--- src/rtl/mips_ctrl_pkg.sv ---
// Shared encodings for the multicycle MIPS control unit: FSM states, opcode/funct
// values, ALU control codes and datapath mux select codes.
package mips_ctrl_pkg;

    typedef enum logic [3:0] {
        S_FETCH    = 4'd0,
        S_DECODE   = 4'd1,
        S_MEMADR   = 4'd2,
        S_MEMREAD  = 4'd3,
        S_MEMWB    = 4'd4,
        S_MEMWRITE = 4'd5,
        S_EXECUTE  = 4'd6,
        S_ALUWB    = 4'd7,
        S_BRANCH   = 4'd8,
        S_ADDIEXEC = 4'd9,
        S_ADDIWB   = 4'd10,
        S_JUMP     = 4'd11
    } state_t;

    localparam logic [5:0] OP_RTYPE = 6'b000000;
    localparam logic [5:0] OP_LW    = 6'b100011;
    localparam logic [5:0] OP_SW    = 6'b101011;
    localparam logic [5:0] OP_BEQ   = 6'b000100;
    localparam logic [5:0] OP_ADDI  = 6'b001000;
    localparam logic [5:0] OP_J     = 6'b000010;

    localparam logic [5:0] FN_ADD = 6'b100000;
    localparam logic [5:0] FN_SUB = 6'b100010;
    localparam logic [5:0] FN_AND = 6'b100100;
    localparam logic [5:0] FN_OR  = 6'b100101;
    localparam logic [5:0] FN_SLT = 6'b101010;

    localparam logic [2:0] ALU_ADD = 3'b010;
    localparam logic [2:0] ALU_SUB = 3'b110;
    localparam logic [2:0] ALU_AND = 3'b000;
    localparam logic [2:0] ALU_OR  = 3'b001;
    localparam logic [2:0] ALU_SLT = 3'b111;

    localparam logic [1:0] SRCB_REGB   = 2'b00;
    localparam logic [1:0] SRCB_FOUR   = 2'b01;
    localparam logic [1:0] SRCB_IMM    = 2'b10;
    localparam logic [1:0] SRCB_IMM_SH = 2'b11;

    localparam logic [1:0] PCSRC_ALU    = 2'b00;
    localparam logic [1:0] PCSRC_ALUOUT = 2'b01;
    localparam logic [1:0] PCSRC_JUMP   = 2'b10;

    // States that hold on the memory handshake and are guarded by the wait counter.
    function automatic logic is_wait_state(input state_t s);
        return (s == S_FETCH) || (s == S_MEMREAD) || (s == S_MEMWRITE);
    endfunction

endpackage

--- src/rtl/mips_alu_decoder.sv ---
// R-type funct field to ALU control code; flags functs the datapath cannot execute.
module mips_alu_decoder
    import mips_ctrl_pkg::*;
(
    input  logic [5:0] funct,
    output logic [2:0] alu_control,
    output logic       funct_illegal
);

    always_comb begin
        alu_control   = ALU_ADD;
        funct_illegal = 1'b0;
        case (funct)
            FN_ADD:  alu_control = ALU_ADD;
            FN_SUB:  alu_control = ALU_SUB;
            FN_AND:  alu_control = ALU_AND;
            FN_OR:   alu_control = ALU_OR;
            FN_SLT:  alu_control = ALU_SLT;
            default: funct_illegal = 1'b1;
        endcase
    end

endmodule

--- src/rtl/mips_multicycle_ctrl.sv ---
// Multicycle MIPS control FSM: sequences the shared datapath, handshakes the single
// memory port and aborts any memory wait that exceeds WAIT_LIMIT cycles.
module mips_multicycle_ctrl
    import mips_ctrl_pkg::*;
#(
    parameter int WAIT_LIMIT = 16,
    parameter int CNT_W      = 5
) (
    input  logic       clk,
    input  logic       reset,
    input  logic [5:0] opcode,
    input  logic [5:0] funct,
    input  logic       zero,
    input  logic       mem_ready,
    output logic       mem_read,
    output logic       mem_write,
    output logic       i_or_d,
    output logic       ir_write,
    output logic       pc_en,
    output logic       reg_write,
    output logic       reg_dst,
    output logic       mem_to_reg,
    output logic       alu_src_a,
    output logic [1:0] alu_src_b,
    output logic [1:0] pc_src,
    output logic [2:0] alu_control,
    output logic       illegal_op,
    output logic       mem_timeout,
    output logic [3:0] state
);

    state_t           state_q, state_d;
    logic [CNT_W-1:0] cnt_q, cnt_d;
    logic             pc_write;
    logic             branch;
    logic             timeout_hit;
    logic [2:0]       dec_alu;
    logic             dec_illegal;

    mips_alu_decoder u_alu_decoder (
        .funct         (funct),
        .alu_control   (dec_alu),
        .funct_illegal (dec_illegal)
    );

    always_ff @(posedge clk) begin
        if (reset) begin
            state_q <= S_FETCH;
            cnt_q   <= '0;
        end else begin
            state_q <= state_d;
            cnt_q   <= cnt_d;
        end
    end

    always_comb begin
        state_d     = state_q;
        mem_read    = 1'b0;
        mem_write   = 1'b0;
        i_or_d      = 1'b0;
        ir_write    = 1'b0;
        reg_write   = 1'b0;
        reg_dst     = 1'b0;
        mem_to_reg  = 1'b0;
        alu_src_a   = 1'b0;
        alu_src_b   = SRCB_REGB;
        pc_src      = PCSRC_ALU;
        alu_control = ALU_ADD;
        illegal_op  = 1'b0;
        mem_timeout = 1'b0;
        pc_write    = 1'b0;
        branch      = 1'b0;
        // A completing access in the limit cycle takes priority over the timeout.
        timeout_hit = (WAIT_LIMIT != 0) && !mem_ready && (cnt_q == CNT_W'(WAIT_LIMIT));

        case (state_q)
            S_FETCH: begin
                mem_read  = 1'b1;
                alu_src_b = SRCB_FOUR;
                if (mem_ready) begin
                    ir_write = 1'b1;
                    pc_write = 1'b1;
                    state_d  = S_DECODE;
                end else if (timeout_hit) begin
                    mem_timeout = 1'b1;
                    state_d     = S_FETCH;
                end
            end
            S_DECODE: begin
                alu_src_b = SRCB_IMM_SH;
                case (opcode)
                    OP_LW, OP_SW: state_d = S_MEMADR;
                    OP_RTYPE:     state_d = S_EXECUTE;
                    OP_BEQ:       state_d = S_BRANCH;
                    OP_ADDI:      state_d = S_ADDIEXEC;
                    OP_J:         state_d = S_JUMP;
                    default: begin
                        illegal_op = 1'b1;
                        state_d    = S_FETCH;
                    end
                endcase
            end
            S_MEMADR: begin
                alu_src_a = 1'b1;
                alu_src_b = SRCB_IMM;
                state_d   = (opcode == OP_SW) ? S_MEMWRITE : S_MEMREAD;
            end
            S_MEMREAD: begin
                mem_read = 1'b1;
                i_or_d   = 1'b1;
                if (mem_ready) begin
                    state_d = S_MEMWB;
                end else if (timeout_hit) begin
                    mem_timeout = 1'b1;
                    state_d     = S_FETCH;
                end
            end
            S_MEMWB: begin
                reg_write  = 1'b1;
                mem_to_reg = 1'b1;
                state_d    = S_FETCH;
            end
            S_MEMWRITE: begin
                mem_write = 1'b1;
                i_or_d    = 1'b1;
                if (mem_ready) begin
                    state_d = S_FETCH;
                end else if (timeout_hit) begin
                    mem_timeout = 1'b1;
                    state_d     = S_FETCH;
                end
            end
            S_EXECUTE: begin
                alu_src_a   = 1'b1;
                alu_control = dec_alu;
                if (dec_illegal) begin
                    illegal_op = 1'b1;
                    state_d    = S_FETCH;
                end else begin
                    state_d = S_ALUWB;
                end
            end
            S_ALUWB: begin
                reg_write = 1'b1;
                reg_dst   = 1'b1;
                state_d   = S_FETCH;
            end
            S_BRANCH: begin
                alu_src_a   = 1'b1;
                alu_control = ALU_SUB;
                pc_src      = PCSRC_ALUOUT;
                branch      = 1'b1;
                state_d     = S_FETCH;
            end
            S_ADDIEXEC: begin
                alu_src_a = 1'b1;
                alu_src_b = SRCB_IMM;
                state_d   = S_ADDIWB;
            end
            S_ADDIWB: begin
                reg_write = 1'b1;
                state_d   = S_FETCH;
            end
            S_JUMP: begin
                pc_src   = PCSRC_JUMP;
                pc_write = 1'b1;
                state_d  = S_FETCH;
            end
            default: state_d = S_FETCH;
        endcase

        pc_en = pc_write | (branch & zero);

        // Counter only survives while a wait state is being held; any move clears it.
        cnt_d = '0;
        if (is_wait_state(state_q) && !mem_ready && !timeout_hit) begin
            cnt_d = cnt_q + 1'b1;
        end

        if (reset) begin
            state_d     = S_FETCH;
            cnt_d       = '0;
            mem_read    = 1'b0;
            mem_write   = 1'b0;
            i_or_d      = 1'b0;
            ir_write    = 1'b0;
            pc_en       = 1'b0;
            reg_write   = 1'b0;
            reg_dst     = 1'b0;
            mem_to_reg  = 1'b0;
            alu_src_a   = 1'b0;
            alu_src_b   = SRCB_REGB;
            pc_src      = PCSRC_ALU;
            alu_control = ALU_ADD;
            illegal_op  = 1'b0;
            mem_timeout = 1'b0;
        end
    end

    assign state = state_q;

endmodule
--- config.mk ---
export PLATFORM = sky130hd
export DESIGN_NAME = mips_multicycle_ctrl
export DESIGN_NICKNAME = d
export VERILOG_FILES = /design/src/rtl/mips_ctrl_pkg.sv /design/src/rtl/mips_alu_decoder.sv /design/src/rtl/mips_multicycle_ctrl.sv
export SDC_FILE = /design/constraint.sdc
export NUM_CORES = 1
export LEC_CHECK = 0
export CORE_AREA = 2 2 49 51
export CTS_BUF_LIST = sky130_fd_sc_hd__clkbuf_16
export DETAILED_ROUTE_END_ITERATION = 8
export DIE_AREA = 0 0 51 53
export PLACE_DENSITY = 0.81
export SYNTH_ARGS = -nofsm -noshare
export SYNTH_HDL_FRONTEND = slang
export SYNTH_SLANG_ARGS = --single-unit
--- constraint.sdc ---
create_clock -name clk -period 3.8 [get_ports clk]
set_input_delay 0.76 -clock clk [delete_from_list [all_inputs] [get_ports clk]]
set_output_delay 0.76 -clock clk [all_outputs]
set_load 0.01 [all_outputs]
==> results of run 1 <==
==> sequential cells by signal (all words and copies together) (netlist names) <==
register  count
cnt_q         5
state         4
==> placed cells by master (no fill, tap or decap), types with 4 or more instances in the layout <==
cell type        instances
inv_1                    6
xor2_1                   5
clkdlybuf4s50_1         37
nor2b_1                  4
nor4_1                   6
o21ai_0                  6
nor2_1                  19
nand3_1                  6
dfxtp_1                  9
nand2b_1                 7
nand2_1                  4
nor3_1                   8
a21oi_1                  7
==> routing by layer <==
layer / up-vias / GRT usage, % / wire (um)
met5: - / 0 / 0
met2: 24 / 36.1 / 1210
li1: 552 / - / -
met1: 489 / 24.5 / 1150
met3: 2 / 5.37 / 105
met4: 0 / 2.70 / 12
==> final cells by class <==
cell class / count / area [um^2] / area share (%)
Sequential cell: 9 / 180 / 12.8
Clock buffer: 3 / 75.1 / 5.35
Clock inverter: 1 / 3.75 / 0.267
Tap cell: 28 / 35.0 / 2.50
Inverter: 5 / 18.8 / 1.34
Timing Repair Buffer: 40 / 393 / 28.0
Multi-Input combinational cell: 108 / 698 / 49.7
==> final timing paths <==
kind	from	endpoint	depth (start not counted)
worst max register to register	state[0]$_SDFF_PP0_	state[0]$_SDFF_PP0_	4
worst min-delay path	cnt_q[0]$_SDFF_PP0_	cnt_q[0]$_SDFF_PP0_	1
worst max-delay path	funct[2]	illegal_op	6
worst min register to register	cnt_q[0]$_SDFF_PP0_	cnt_q[0]$_SDFF_PP0_	1
==> cell families after synthesis <==
group                    after synthesis  synth area share, %
AND/OR/NAND/NOR                       68                 40.7
AO/OA/AOI/OAI                         28                 20.9
buffers and inverters                 14                 6.65
multiplexers                           3                 3.46
flip-flops                             9                 19.1
adder cells (fa/ha/maj)                2                 2.66
XOR/XNOR                               7                 6.52
==> power by group through the flow <==
stage               Clock (mW)  Sequential [mW]  Combinational (mW)
floorplan                    0            0.101              0.0357
global placement             0            0.103              0.0676
detailed placement           0            0.103              0.0688
CTS                      0.187            0.102              0.0691
global route             0.192            0.102              0.0756
finish                   0.182            0.102              0.0688
==> through the flow <==
step / std cells / cell area [um^2] / setup WS [ps] / hold slack [ps]
6_report: 194 / 1400 / 495 / 469
5_1_grt: 194 / 1400 / 383 / 528
4_1_cts: 194 / 1400 / 505 / 477
3_5_place_dp: 190 / 1330 / 513 / 465
3_3_place_gp: 190 / 1330 / 527 / 443
2_1_floorplan: 131 / 941 / 1400 / 430
==> critical path, stage by stage <==
cell and delay, ps:
clkdlybuf4s50_1 530, mux2_2 360, nor3_1 210, nand2b_1 150, a21oi_1 60, clkdlybuf4s50_1 470
==> impl_metrics.tcl, run 1 <==
set metrics [dict create \
    status "complete, no violations" \
    fin_setup_tns_ps 0 \
    hold_path.class "reg2reg" \
    cts-hold-fix-buffers 0 \
    comb_power_share_pct 19.5 \
    gr-total-overflow 0 \
    portBuffers 37 \
    postLayoutCoreUtil_pct 65.3 \
    worst_clock_skew_ps 4.08 \
    crit_type "in2out" \
    cts_buffers 3 \
    core-area_um2 2150 \
    fin_nets 185 \
    die_width_um 51 \
    cts_root_buf "clkbuf_16" \
    tritoncts "yes" \
    drc_errors 0 \
    start_kind "primary input" \
    finalCriticalPeriod_ps 3310 \
    avgSynthCellArea_um2 7.18 \
    synth-async-reset-ratio_pct 0 \
    clk_latency_ps 230 \
    cts.repair.resized 0 \
    routed_wl_um 2480 \
    arrival_ps 2550 \
    yosysTopAreaCell "dfxtp_1" \
    wl_per_cell_um 12.8 \
    slew_headroom_pct 59.9 \
    cts_max_level 1 \
    cts_buffer_depth 2 \
    detail-route-antenna-nets 0 \
    post-cts-setup-buffers 0 \
    p_switching_uw 80.9 \
    leakagePower_nw 0.480 \
    min_period_over_period_pct 87.0 \
    synth.most_common_cell "nor2_1" \
    drive_above_1_share_pct 7.83 \
    die_h_um 53 \
    critPathMaxFanout 4 \
    io_pins 38 \
    clockPowerShare_pct 51.7 \
    antenna_found_initial 0 \
    final-max-slew-violation-count 0 \
    dr.first_iter.drc_count 16 \
    die_area_um2 2700 \
    drt-vias-per-instance 5.50 \
    diodes 0 \
    dp_hpwl_um 1910 \
    fmax_ghz 0.303 \
    gp_congestion 0.780 \
    rows 17 \
    finalPower_uw 353 \
    synth_common_cells "nor2_1 (19), dfxtp_1 (9), nor3_1 (8)" \
    synth_edf_count 0 \
    ys.flop_type "dfxtp_1" \
    fillerInstances 203 \
    rsz0062_at_grt "false" \
    cts_sinks 9 \
    hold_viol_final 0 \
    synth_area_leaders "dfxtp_1 (19%), nor2_1 (7.6%), nand2b_1 (4.7%), xor2_1 (4.7%), nor3_1 (4.3%)" \
    endpoint_kind "output pin" \
    power.internal_uw 272 \
    vias 1067 \
    worstPathRequired_ps 3040 \
    p_per_area_nw_per_um2 251 \
    tightest_slew_ps 601 \
    grt_max_degree 21 \
    area_growth_pct 49.2 \
    grt_first_pass_wirelength_um 4180 \
    yosysUniqueCellTypes 43 \
    synth_seq_cells 9 \
    synth_area_um2 941 \
    grt_pass1_vias 948 \
    start_util_pct 43.8 \
    synth_cells 131 \
    switching_share_pct 22.9 \
    grt_use_total_pct 20.1 \
    clkTransAtPathRegs_ps 40 \
    maxCapViolCount 0 \
    seq_power_share_pct 28.8 \
    synth_top_area_share_pct 19.1 \
    syn_nets 149 \
    reg2reg_slack_ps 1900 \
    drt_first_pass_iters 4 \
    ys_seq_area_share_pct 19.1 \
    peakVddDrop_mv 0.313 \
    finalSetupViolations 0 \
    yosys_warnings 0 \
]
Power figures use the tool's default switching activity.
==> inputs of run 2 (changes only) <==
- ABC_AREA: not set -> 1
- CORE_AREA: 2 2 49 51 -> 2 2 51 53
- DIE_AREA: 0 0 51 53 -> 0 0 53 55
- PLACE_DENSITY: 0.81 -> 0.79
- SYNTH_HIERARCHICAL: not set -> 1
==> run 2 against run 1 <==
Hold slack better by 11 ps. Die area increased by 7.8%. Clock power grew 3%. Maximum frequency fell by 0.95%. Sequential share of layout area decreased by 0.77 points. Final area rose by 6.4%. Utilization shrank 2.2 points. Global-route usage grew 0.051 points. First-iteration DRC count up 56%.
==> impl_metrics.tcl, run 2 <==
set metrics [dict create \
    final_cell_mix "clkdlybuf4s50_1 (37), nor2_1 (33), nand2_1 (26)" \
    clk_latency_ps 240 \
    area_growth_pct 44.9 \
    dr.first_iter.drc_count 25 \
    cts_max_level 1 \
    crit_type "in2out" \
    ys.flop_type "dfxtp_1" \
    synth_cells 168 \
    cts.repair.resized 0 \
    yosysTopAreaCell "dfxtp_1" \
    grt_first_pass_wirelength_um 4420 \
    postLayoutCoreUtil_pct 63.2 \
    io_pins 38 \
    dp_hpwl_um 2110 \
    cts_sinks 9 \
    grt_max_degree 17 \
    largest_reg_flops 5 \
    synth_area_leaders "dfxtp_1 (17%), nor2_1 (12%), nand3_1 (11%), nand2_1 (9.5%), inv_1 (7.3%)" \
    drt_first_pass_iters 4 \
    hold_path.class "reg2reg" \
    p_per_area_nw_per_um2 249 \
    fmax_ghz 0.300 \
    multiInputGateArea_um2 713 \
    wl_per_cell_um 10.9 \
    worst_clock_skew_ps 3.07 \
    finalPower_uw 373 \
    regArea_um2 180 \
    finalCriticalPeriod_ps 3340 \
    rows 18 \
    status "complete, no violations" \
    die_h_um 55 \
    cts_buffer_depth 2 \
    leakagePower_nw 0.667 \
    top_register "cnt_q" \
    rr_startpoint "state[0]$_SDFF_PP0_" \
    layout.cells.non_filler 236 \
    synth_top_area_share_pct 17.5 \
    cts_root_buf "clkbuf_16" \
    synth_seq_cells 9 \
    portBuffers 37 \
    synth.most_common_cell "nor2_1" \
    final_common_cell "clkdlybuf4s50_1" \
    fin_setup_tns_ps 0 \
    grt_use_total_pct 20.2 \
    synth_edf_count 0 \
    startpoint "funct[0]" \
    clkTransAtPathRegs_ps 40 \
    min_period_over_period_pct 87.8 \
    gp_congestion 0.854 \
    ys_seq_area_share_pct 17.5 \
    yosysUniqueCellTypes 30 \
    fin_nets 225 \
    die_width_um 53 \
    synth_common_cells "nor2_1 (33), nand2_1 (26), nand3_1 (23)" \
    diodes 0 \
    rsz0062_at_grt "false" \
    finalSetupViolations 0 \
    avgSynthCellArea_um2 6.14 \
    cts-hold-fix-buffers 0 \
    antenna_found_initial 0 \
    start_kind "primary input" \
    hold_start "cnt_q[0]$_SDFF_PP0_" \
    grt_pass1_vias 1098 \
    peakVddDrop_mv 0.312 \
    placed_cells 232 \
    final-max-slew-violation-count 0 \
    syn_nets 186 \
    drive_above_1_share_pct 18.4 \
    tightest_slew_ps 589 \
    worstPathRequired_ps 3040 \
    fillerInstances 232 \
    endpoint_kind "output pin" \
    synth-async-reset-ratio_pct 0 \
    holdWs_ps 479 \
    maxCapViolCount 0 \
    yosys_warnings 6 \
    post-cts-setup-buffers 0 \
    slew_headroom_pct 60.7 \
    start_util_pct 43.6 \
    critPathMaxFanout 3 \
    cts_buffers 3 \
    drc_errors 0 \
    synth_area_um2 1030 \
    hold_viol_final 0 \
    vias 1171 \
    core-area_um2 2360 \
    gr-total-overflow 0 \
    routed_wl_um 2570 \
    detail-route-antenna-nets 0 \
    tritoncts "yes" \
    die_area_um2 2920 \
    arrival_ps 2580 \
    drt-vias-per-instance 4.96 \
]
## run 2: cell count changes after synthesis, moves of 6 or more
cell	delta
nand3_1	+17
nand2_2	+6
nor2_1	+14
o21ai_0	-6
nand2_1	+22
nor2_2	+10
inv_1	+15
nand2b_1	-7
## run 2: logic make-up (layout without fill, tap and decap cells)
kind of cell | after synthesis | in the layout | share of synthesized area, %
xor+xnor | 3 | 3 | 2.55
fa+ha+maj | 2 | 2 | 2.43
flops | 9 | 9 | 17.5
simple gates | 116 | 116 | 59.5
buf+inv | 31 | 69 | 13.3
compound gates | 7 | 7 | 4.73
## run 2: per-layer routing
metal | wire [um] | vias up | track usage (%)
li1 | - | 605 | -
met1 | 1040 | 534 | 22.1
met2 | 1350 | 27 | 39.4
met3 | 126 | 5 | 1.61
met4 | 49 | 0 | 9.40
met5 | 0 | - | 0
## run 2: through the flow
| stage | setup WS (ps) | area [um^2] |
|---|---|---|
| 6_report | 463 | 1490 |
| 5_1_grt | 281 | 1490 |
| 3_3_place_gp | 509 | 1420 |
| 3_5_place_dp | 453 | 1420 |
| 4_1_cts | 449 | 1490 |
| 2_1_floorplan | 1500 | 1030 |
## run 2: worst paths after layout
check        slack, ps             endpoint  cells past startpoint
max                460           illegal_op                     10
min                480  cnt_q[0]$_SDFF_PP0_                      1
max reg2reg       2310  cnt_q[2]$_SDFF_PP0_                      6
min reg2reg        480  cnt_q[0]$_SDFF_PP0_                      1
## run 2: critical path, cell delays in order
cell             delay (ps)
clkdlybuf4s50_1         530
nor2_2                   70
nand3_1                  90
nand2_1                  80
nor3_1                  180
inv_1                    90
nor2_1                  110
nor2_1                   50
nor2_1                   80
clkdlybuf4s50_1         530
## run 2: layout make-up
| cell class | count | share of cell area (%) |
|---|---|---|
| Timing Repair Buffer | 38 | 25.3 |
| Tap cell | 30 | 2.51 |
| Clock inverter | 1 | 0.251 |
| Multi-Input combinational cell | 128 | 47.7 |
| Sequential cell | 9 | 12.1 |
| Inverter | 27 | 7.12 |
| Clock buffer | 3 | 5.03 |
## run 2: where the power goes
part           leakage [nW]  total [mW]  internal, mW  switching, mW
Combinational         0.552      0.0816        0.0399         0.0417
Sequential           0.0730       0.104        0.0973        0.00673
Clock                0.0423       0.187         0.138         0.0491
==> inputs of run 3 (changes only) <==
- SETUP_SLACK_MARGIN: not set -> 0.2
==> results of run 3 <==
The final DEF is identical to that of run 2; final timing and power are the same.
